--- src/rtl/pc_select_ctrl_pkg.sv ---
// pc_select_ctrl_pkg: shared definitions for the next-PC select block.
//   - PCSEL_* : 2-bit PC-mux select codes driven on 'choose'
//   - pcsel_state_e : controller state encoding
//   - RESET_PC_DEFAULT : default PC loaded on reset
package pc_select_ctrl_pkg;

    localparam int unsigned PCSEL_PC_W = 32;

    localparam logic [1:0] PCSEL_SEQ = 2'b00;
    localparam logic [1:0] PCSEL_BR  = 2'b01;
    localparam logic [1:0] PCSEL_J   = 2'b10;
    localparam logic [1:0] PCSEL_JR  = 2'b11;

    localparam logic [PCSEL_PC_W-1:0] RESET_PC_DEFAULT = 32'h0000_3000;

    // StSlot is only reachable when DELAY_SLOT_EN is defined: a redirect has been
    // accepted but the delay-slot sequential fetch has not fired yet.
    typedef enum logic [1:0] {
        StBoot = 2'b00,
        StRun  = 2'b01,
        StHold = 2'b10,
        StSlot = 2'b11
    } pcsel_state_e;

endpackage

--- src/rtl/pc_redirect_arb.sv ---
// pc_redirect_arb: combinational priority encoder for redirect requests.
// Priority jr > jump > br_taken.
// Ports:
//   br_taken/br_target     conditional branch request and target
//   jump/jump_target       j/jal request and target
//   jr/jr_target           jr/jalr request and target
//   valid                  any redirect requested
//   code                   PC-mux code of the winner (PCSEL_SEQ when none)
//   target                 target of the winner (zero when none)
module pc_redirect_arb
    import pc_select_ctrl_pkg::*;
#(
    parameter int unsigned PC_W = 32
) (
    input  logic            br_taken,
    input  logic [PC_W-1:0] br_target,
    input  logic            jump,
    input  logic [PC_W-1:0] jump_target,
    input  logic            jr,
    input  logic [PC_W-1:0] jr_target,
    output logic            valid,
    output logic [1:0]      code,
    output logic [PC_W-1:0] target
);

    always_comb begin
        valid  = 1'b0;
        code   = PCSEL_SEQ;
        target = '0;
        if (jr) begin
            valid  = 1'b1;
            code   = PCSEL_JR;
            target = jr_target;
        end else if (jump) begin
            valid  = 1'b1;
            code   = PCSEL_J;
            target = jump_target;
        end else if (br_taken) begin
            valid  = 1'b1;
            code   = PCSEL_BR;
            target = br_target;
        end
    end

endmodule

--- src/rtl/pc_select_ctrl.sv ---
// pc_select_ctrl: owns the fetch PC and drives the PC-mux select.
// Arbitrates branch/jump/jr redirects against sequential fetch and buffers a
// redirect that cannot be applied yet so it is never lost.
// Optional feature macro: DELAY_SLOT_EN (one delay-slot fetch at pc+4 before
// the redirect takes effect; redirects arriving while one is buffered are ignored).
// Ports:
//   clk, rst                   clock, synchronous active-high reset
//   stall                      pipeline stall; no fetch issued
//   br_taken/br_target         branch redirect request
//   jump/jump_target           jump redirect request
//   jr/jr_target               register-jump redirect request
//   imem_ready                 imem accepts a request this cycle
//   imem_req                   fetch request at pc
//   pc                         registered fetch PC
//   pc_plus4                   pc + 4, wraps
//   choose                     PC-mux select (00 seq, 01 br, 10 j, 11 jr)
//   redirect_pend              a redirect is buffered
module pc_select_ctrl
    import pc_select_ctrl_pkg::*;
#(
    parameter int unsigned      PC_W     = PCSEL_PC_W,
    parameter logic [PC_W-1:0]  RESET_PC = RESET_PC_DEFAULT
) (
    input  logic            clk,
    input  logic            rst,
    input  logic            stall,
    input  logic            br_taken,
    input  logic [PC_W-1:0] br_target,
    input  logic            jump,
    input  logic [PC_W-1:0] jump_target,
    input  logic            jr,
    input  logic [PC_W-1:0] jr_target,
    input  logic            imem_ready,
    output logic            imem_req,
    output logic [PC_W-1:0] pc,
    output logic [PC_W-1:0] pc_plus4,
    output logic [1:0]      choose,
    output logic            redirect_pend
);

    pcsel_state_e    state_q, state_d;
    logic [PC_W-1:0] pc_q, pc_d;
    logic [1:0]      pend_code_q, pend_code_d;
    logic [PC_W-1:0] pend_target_q, pend_target_d;

    logic            arb_valid;
    logic [1:0]      arb_code;
    logic [PC_W-1:0] arb_target;
    logic            fire;

    pc_redirect_arb #(
        .PC_W (PC_W)
    ) u_arb (
        .br_taken    (br_taken),
        .br_target   (br_target),
        .jump        (jump),
        .jump_target (jump_target),
        .jr          (jr),
        .jr_target   (jr_target),
        .valid       (arb_valid),
        .code        (arb_code),
        .target      (arb_target)
    );

    assign imem_req      = (state_q != StBoot) && !stall;
    assign fire          = imem_req && imem_ready;
    assign pc            = pc_q;
    assign pc_plus4      = pc_q + PC_W'(4);
    assign redirect_pend = (state_q == StHold) || (state_q == StSlot);

`ifndef DELAY_SLOT_EN
    // In HOLD a newer redirect replaces the buffered one.
    logic [1:0]      hold_code;
    logic [PC_W-1:0] hold_target;
    assign hold_code   = arb_valid ? arb_code   : pend_code_q;
    assign hold_target = arb_valid ? arb_target : pend_target_q;
`endif

    always_comb begin
        state_d       = state_q;
        pc_d          = pc_q;
        pend_code_d   = pend_code_q;
        pend_target_d = pend_target_q;
        choose        = PCSEL_SEQ;
        unique case (state_q)
            StBoot: state_d = StRun;
            StRun: begin
                if (arb_valid) begin
`ifdef DELAY_SLOT_EN
                    // Slot fetch goes out sequentially; target applied afterwards.
                    pend_code_d   = arb_code;
                    pend_target_d = arb_target;
                    if (fire) begin
                        pc_d    = pc_plus4;
                        state_d = StHold;
                    end else begin
                        state_d = StSlot;
                    end
`else
                    choose = arb_code;
                    if (fire) begin
                        pc_d = arb_target;
                    end else begin
                        pend_code_d   = arb_code;
                        pend_target_d = arb_target;
                        state_d       = StHold;
                    end
`endif
                end else if (fire) begin
                    pc_d = pc_plus4;
                end
            end
            StHold: begin
`ifdef DELAY_SLOT_EN
                choose = pend_code_q;
                if (fire) begin
                    pc_d    = pend_target_q;
                    state_d = StRun;
                end
`else
                choose = hold_code;
                if (fire) begin
                    pc_d    = hold_target;
                    state_d = StRun;
                end else begin
                    pend_code_d   = hold_code;
                    pend_target_d = hold_target;
                end
`endif
            end
            StSlot: begin
                if (fire) begin
                    pc_d    = pc_plus4;
                    state_d = StHold;
                end
            end
            default: state_d = StBoot;
        endcase
    end

    always_ff @(posedge clk) begin
        if (rst) begin
            state_q       <= StBoot;
            pc_q          <= RESET_PC;
            pend_code_q   <= PCSEL_SEQ;
            pend_target_q <= '0;
        end else begin
            state_q       <= state_d;
            pc_q          <= pc_d;
            pend_code_q   <= pend_code_d;
            pend_target_q <= pend_target_d;
        end
    end

endmodule

--- config.mk ---
export PLATFORM = sky130hd
export DESIGN_NAME = pc_select_ctrl
export DESIGN_NICKNAME = d
export VERILOG_FILES = /design/src/rtl/pc_select_ctrl_pkg.sv /design/src/rtl/pc_redirect_arb.sv /design/src/rtl/pc_select_ctrl.sv
export SDC_FILE = /design/constraint.sdc
export NUM_CORES = 1
export LEC_CHECK = 0
export ABC_AREA = 0
export BUFFER_PORTS_ARGS = -buffer_cell sky130_fd_sc_hd__buf_2
export CORE_MARGIN = 2
export CORE_UTILIZATION = 51
export DETAILED_ROUTE_END_ITERATION = 6
export GPL_ROUTABILITY_DRIVEN = 0
export PLACE_DENSITY = 0.82
export SETUP_SLACK_MARGIN = 0.4
export SKIP_CTS_REPAIR_TIMING = 1
export SLEW_MARGIN = 20
export SYNTH_ARGS = -nofsm -noshare
export SYNTH_HDL_FRONTEND = slang
export SYNTH_SLANG_ARGS = --single-unit
--- constraint.sdc ---
create_clock -name clk -period 2.95 [get_ports clk]
set_input_delay 0 -clock clk [delete_from_list [all_inputs] [get_ports clk]]
set_output_delay 0 -clock clk [all_outputs]
set_load 0.01 [all_outputs]
# Yosys cells after proc, flatten, opt, wreduce, memory -nomap -nowiden
# Cells that the tools add are included.
# Widths: inputs -> output; s select.
# op_classes
add_sub_neg	1
n_eq_ne	9
mux	31
n_reduce_logical	11
# op_table
op	n
$mux 32	11
$pmux 32 s3	1
$pmux 32 s2	1
$add 32x3->32 const B	1
$mux 2	11
$ne 2x2->1 const B	5
$pmux 2 s2	2
$pmux 2 s4	1
$reduce_and 4->1	2
$eq 2x2->1 const B	2
$mux 1	4
$reduce_bool 2->1	2
$ne 3x3->1 const B	1
$reduce_and 3->1	1
$reduce_bool 3->1	1
$eq 2x1->1 const B	1
$logic_and 1x1->1	2
$logic_not 2->1	1
$logic_not 1->1	1
$logic_or 1x1->1	1
# totals
reg_bits	68
in_bits	103
output_inout_bits	68
word_cells	56

# Logic depth before layout (Yosys ltp)
# Gate-level depths: netlist of run 1.
# logic_depth
ltp_word	6
depth_mapped	9
mapped_depth_nobuf	7

# Modules after synthesis
# From an unflattened synthesis of run 1, not the netlist that was laid out.
# unflattened
cells_unflattened	678
area_unflattened_um2	5476.5
# modules_own_cells
mod	instances	cells_each	area_per_inst_um2	seq_area_each_um2
pc_select_ctrl	1	528	4292.9	1361.3
pc_redirect_arb	1	150	1183.6	0.0

# Worst setup path before layout of run 1
# Ideal clock, no wire load.
# synth_timing
kind	register to register
from	reg state_q[1]
to	reg pc_q[17], in the netlist pc[17]
setup_time_ps	117
t_arrival_ps	1950
t_required_ps	2833
slack_ps	882
path_stages_with_launch	8
path_buffers	1
synth_period_minus_slack_ps	2068
path_cell_list	dfxtp_1 inv_1 ha_1 or3b_1 a21oi_1 buf_2 o21ai_0 a32o_1
# synth_between
elab_chain_len	6
word_cells_on_any_way	13
classes_between	eq/ne: 5; mux: 3; reduce/logical: 5
# synth_lines
element	line	text
start, declared	pc_select_ctrl.sv:41	pcsel_state_e state_q, state_d;
start signal, assigned	pc_select_ctrl.sv:143	state_q <= StBoot;
start signal, assigned	pc_select_ctrl.sv:148	state_q <= state_d;
$reduce_bool 2->1	pc_select_ctrl.sv:65	assign imem_req = (state_q != StBoot) && !stall;
$logic_and 1x1->1	pc_select_ctrl.sv:65	
$logic_and 1x1->1	pc_select_ctrl.sv:66	assign fire = imem_req && imem_ready;
$mux 32 (2 in a row)	--	
$pmux 32 s3	pc_select_ctrl.sv:85	unique case (state_q)
end signal, assigned	pc_select_ctrl.sv:149	pc_q <= pc_d;
end, declared	pc_select_ctrl.sv:42	logic [PC_W-1:0] pc_q, pc_d;
# Several ways; a longest one is shown, not always the timed one.
# A chain may end at the register's enable or synchronous reset.

# Worst setup path in the final report of run 1
# layout_timing
from	reg pc_q[15], in the netlist pc[15]
to	out pc_plus4[28]
# layout_between
elab_chain_len	1
# layout_lines
element	line	text
$add 32x3->32	pc_select_ctrl.sv:68	assign pc_plus4 = pc_q + PC_W'(4);
end, declared	pc_select_ctrl.sv:36	output logic [PC_W-1:0] pc_plus4,
# No other way between the ends.

==> results.md, run 1 <==
* Avg Inst Size Synth at 7.74 um^2
* DIE HEIGHT at 101 um
* Row Count at 35
* Worst Skew at 11.2 ps
* H-tree depth at 3
* Routed WL per cell at 19.1 um
* Pre-antenna DRT Iters at 6
* First DRT Iteration DRCs at 801
* Total GRT Usage at 31.8%
* Worst-skew pair later-pin latency at 350 ps
* Residual DRC count at 0
* Layout area overhead at 24.3%
* Kind of critical path: reg -> out
* Layout cells sized above 1 at 30.7%
* Detail Route Antenna Nets at 0
* Final Cycle Share at between 80% and 90%
* VDD IR max at 0.370 mV
* First-pass GRT wire length at 25.8 mm
* Fmax at 0.394 GHz
* # clock sinks at a little under 70
* Total negative slack at 0 ps
* Final-report hold violation count at 0
* Commonest non-fill, non-tap cell in the layout: buf_2
* Synth cell types at 72
* Slew @ Worst Pin at 825 ps
* Die ar. at 10100 um^2
* Placed cell areas at 5650 um^2
* Max-slew violations at 0
* WHS Path Cells at 5
* IO Pins at 171
* CTS tree: done
* Main synth FF type: dfxtp_1
* Critical Path Source Type: flop
* Fin area at 5930 um^2
* Gate Count Post-Synth at 616
* Post-synth EDFFs at 0
* Crit end category: output port
* Worst relative slew slack at 45.0%
* Yosys warns at 0
* # fillers at around 790
* Hold crit path type: in -> reg
* Pwr dens at 826 nW/um^2
* Leak at 2.55 nW
* Reg area at 1360 um^2
* Syn_nets at about 720
* Ant diodes at 0
* Via-per-instance ratio at roughly 6.6
* Area occupied by multi-input gates at 3130 um^2
* Outcome: complete, no violations
* Core Box Area at approximately 9200 um^2
* CTS root buf: clkbuf_8
* Commonest non-fill, non-tap cells in the layout: buf_2, dfxtp_1, nor2_1
* CTS Buffer Depth at 2
* Number of port buffers at 170
* DP HPWL at ~12 mm
* Unrepaired setup endpoints after global routing: true
* FF-to-FF path depth at 8
* GRT Residual Overflow at 0
* Clk slew on worst S/H paths at 80 ps
* Die width at 101 um
* Crit path arrival time at 2540 ps
* Initial Util at 52.1%
* Seq/Total Area, Yosys at 28.6%
* Layout net count at 871
* Cell Area, Synth at 4770 um^2
* Synth async-reset ratio at 0%
* Detailed-route via count at 5814
* CP required at 2950 ps
* Min cycle time layout at 2540 ps
* Synthesis-stage register bit count at a little under 70
* Initial antenna violation count at 0
* Vias in the first global route at 5187
* TritonCTS buffer count at 9
* CP Max Fanout at 10
* Largest net degree at the start of global routing at 55
* Final setup violation count at 0
* Max-cap viol count at 0
* Detailed Route WL at 16.8 mm
## power breakdown
group,leakage [nW],internal (mW),switching [mW]
Sequential,0.556,1.23,0.401
Combinational,1.89,0.991,1.48
Clock,0.102,0.434,0.368
Total,2.55,2.65,2.24
## cell usage after synthesis (6+ instances only)
| master | count | area share (%) |
|---|---|---|
| dfxtp_1 | 68 | 29 |
| nor3_1 | 10 | 1.0 |
| a21oi_1 | 46 | 4.8 |
| nor2_1 | 59 | 4.6 |
| a221oi_1 | 11 | 2.0 |
| nand2_1 | 51 | 4.0 |
| nand3_1 | 19 | 2.0 |
| nand3b_1 | 11 | 1.7 |
| inv_1 | 13 | 1.0 |
| nand4_1 | 11 | 1.4 |
| a22oi_1 | 54 | 8.5 |
| buf_2 | 21 | 2.2 |
| o21ai_0 | 45 | 4.7 |
| xnor2_1 | 20 | 3.7 |
| xor2_1 | 7 | 1.3 |
| clkbuf_1 | 30 | 2.4 |
| a2bb2oi_1 | 11 | 2.0 |
| o211ai_1 | 6 | 0.94 |
| a31oi_1 | 6 | 0.79 |
| a32o_1 | 6 | 1.3 |
## worst max-delay path, cell delays in order (launching register included)
cell and delay, ps:
dfxtp_1 550, and4_1 350, and2_1 380, buf_4 230, nand4_1 150, xnor2_2 330
buf_2 200
## path summary, 6_finish.rpt
| check | slack (ps) | from | end |
|---|---|---|---|
| hold / removal | 70 | jr_target[2] | pend_target_q[2] |
| setup / recovery | 410 | pc[15] | pc_plus4[28] |
| setup reg to reg | 530 | state_q[0] | pc[27] |
| hold reg to reg | 460 | pend_target_q[29] | pend_target_q[29] |
## metal layers
metal	routed length, um	global-route usage [%]	up-vias
met4	549	11.8	0
li1	-	-	2631
met2	7620	49.5	455
met3	2060	5.48	60
met1	6550	44.1	2668
met5	0	0	-
## layout make-up
| type | instances | area share, % |
|---|---|---|
| Timing Repair Buffer | 193 | 17.5 |
| Sequential cell | 68 | 23.0 |
| Clock inverter | 4 | 0.802 |
| Clock buffer | 12 | 2.62 |
| Inverter | 15 | 1.01 |
| Multi-Input combinational cell | 476 | 52.8 |
| Tap cell | 111 | 2.34 |
## logic make-up after synthesis
| kind of cell | synth area share, % |
|---|---|
| AO/OA/AOI/OAI | 35.1 |
| XOR/XNOR | 4.96 |
| adder cells (fa/ha/maj) | 1.31 |
| buffers and inverters | 6.69 |
| flip-flops | 28.6 |
| AND/OR/NAND/NOR | 23.4 |
## state kept, by name, summed over array words and instances, names as in the netlist
signal,flops
pc,32
pend_code_q,2
pend_target_q,32
state_q,2
## through the flow
| step | utilization [%] | power, mW | hold slack (ps) | worst slack (ps) | instances |
|---|---|---|---|---|---|
| 2_1_floorplan | - | 3.13 | 42.9 | 882 | 616 |
| 3_3_place_gp | 61.7 | 3.90 | 262 | 569 | 858 |
| 3_5_place_dp | 61.7 | 4.00 | 268 | 411 | 858 |
| 4_1_cts | 63.9 | 4.79 | 68.0 | 359 | 874 |
| 5_1_grt | 64.8 | 5.16 | 115 | 388 | 879 |
| 6_report | 64.8 | 4.90 | 68.9 | 415 | 879 |
(Power assumes the default switching activity.)
==> run 2: changes to the inputs <==
REMOVE_ABC_BUFFERS = 1   (was unset)
==> results.md, run 2 (synthesized netlist as in run 1, its figures left out) <==
* Outcome: complete, no violations
* Hold crit path type: in -> reg
* CTS root buf: clkbuf_8
* Leak at around 2.5 nW
* Layout net count at 868
* GRT Residual Overflow at 0
* # clock sinks at 68
* VDD IR max at between 0.3 and 0.4 mV
* Detailed Route WL at 16.4 mm
* Die width at 101 um
* Vias in the first global route at 5319
* CTS Buffer Depth at 2
* H-tree depth at 3
* Total negative slack at 0 ps
* First-pass GRT wire length at roughly 26 mm
* Min cycle time layout at ~2500 ps
* TritonCTS buffer count at 9
* Detail Route Antenna Nets at 0
* Final-report hold violation count at 0
* Worst relative slew slack at a little under half
* Clk slew on worst S/H paths at roughly 80 ps
* DP HPWL at 11.6 mm
* HP Start: jr_target[2]
* Detailed-route via count at between 5000 and 6000
* Worst-skew pair later-pin latency at 350 ps
* Hold slack at 31.7 ps
* Clock share of power at 16.7%
* Commonest non-fill, non-tap cell in the layout: buf_2
* Int Power at approximately 2.6 mW
* Initial Util at 52.1%
* Total GRT Usage at 32.1%
* Flop pwr share at 33.3%
* Slew @ Worst Pin at 781 ps
* Kind of critical path: reg -> reg
* Logic pwr share at around 50%
* Via-per-instance ratio at about 6.4
* Max-slew violations at 0
* CTS tree: done
* Crit end category: flop
* IO Pins at 171
* Post-layout util at 64.0%
* Final setup violation count at 0
* Critical Path Source Type: flop
* Layout area overhead at 22.9%
* Row Count at 35
* Crit path arrival time at around 2800 ps
* Ant diodes at 0
* Switching share of power at between 40% and 50%
* Fmax at 0.398 GHz
* Layout cells sized above 1 at just under 30%
* Largest net degree at the start of global routing at 52
* DIE HEIGHT at 101 um
* Max-cap viol count at 0
* Initial antenna violation count at 0
* R2r startpoint: state_q[1]
* Psw at around 2.2 mW
* CP required at 3220 ps
* Number of port buffers at 170
* Pwr dens at between 800 and 900 nW/um^2
* Final Cycle Share at 85.2%
* Unrepaired setup endpoints after global routing: true
* Commonest non-fill, non-tap cells in the layout: buf_2, dfxtp_1, nor2_1
* Die ar. at between 10000 and 15000 um^2
* Pre-antenna DRT Iters at 6
* Crit path launch: state_q[1]
* Residual DRC count at 0
* CP Max Fanout at 9
* Core Box Area at 9150 um^2
* First DRT Iteration DRCs at 503
* Worst Skew at 10.9 ps
* Routed WL per cell at 18.8 um
==> run 2: cell count changes in the layout (fill, tap and decap cells not counted), sizes merged <==
cell	before	now
buf	193	190
clkinv	2	1
clkbuf	12	13
==> run 2: worst paths after layout <==
check / end / slack [ps] / cells past startpoint
worst max-delay path: pc[15] / 440 / 7
worst min-delay path: pend_target_q[2] / 30 / 5
worst max register to register: pc[15] / 440 / 7
worst min register to register: pend_target_q[29] / 470 / 2
==> run 2: stage by stage <==
| stage | instance area, um^2 | cells | worst slack [ps] | total power, mW |
|---|---|---|---|---|
| after floorplan | 4500 | 559 | -476 | 2.99 |
| after global placement | 5640 | 858 | 625 | 3.90 |
| after detailed placement | 5640 | 858 | 527 | 3.99 |
| after CTS | 5840 | 874 | 498 | 4.80 |
| after global routing | 5860 | 876 | 347 | 5.15 |
| final | 5860 | 876 | 438 | 4.85 |
==> run 2: per-layer routing <==
metal / global-route usage (%) / part of all wire (%) / up-vias
li1: - / - / 2627
met1: 41.0 / 41 / 2625
met2: 52.4 / 47 / 360
met3: 7.28 / 9.7 / 36
met4: 12.6 / 2.7 / 0
met5: 0 / 0 / -
==> run 2: power groups by stage <==
stage                     Clock (mW)  Combinational, mW  Sequential, mW
after floorplan                    0               1.40            1.59
after global placement             0               2.31            1.59
after detailed placement           0               2.38            1.62
after global routing           0.846               2.64            1.66
final                          0.811               2.42            1.62
after CTS                      0.809               2.39            1.60
==> run 2: final cells by class <==
cell class	instances	area, um^2
clock buffer	13	159
fill	800	3290
sequential	68	1360
inverter	15	56.3
tap	111	139
multi-input combinational	476	3100
clock inverter	3	45.0
timing repair buffer	190	1000
==> run 2: critical path: stages (launching register included) <==
cell     delay [ps]
dfxtp_1         440
inv_1           110
ha_1            230
nor3b_2         470
buf_4           240
o31a_1          420
nand2_1         260
o21ai_0         260
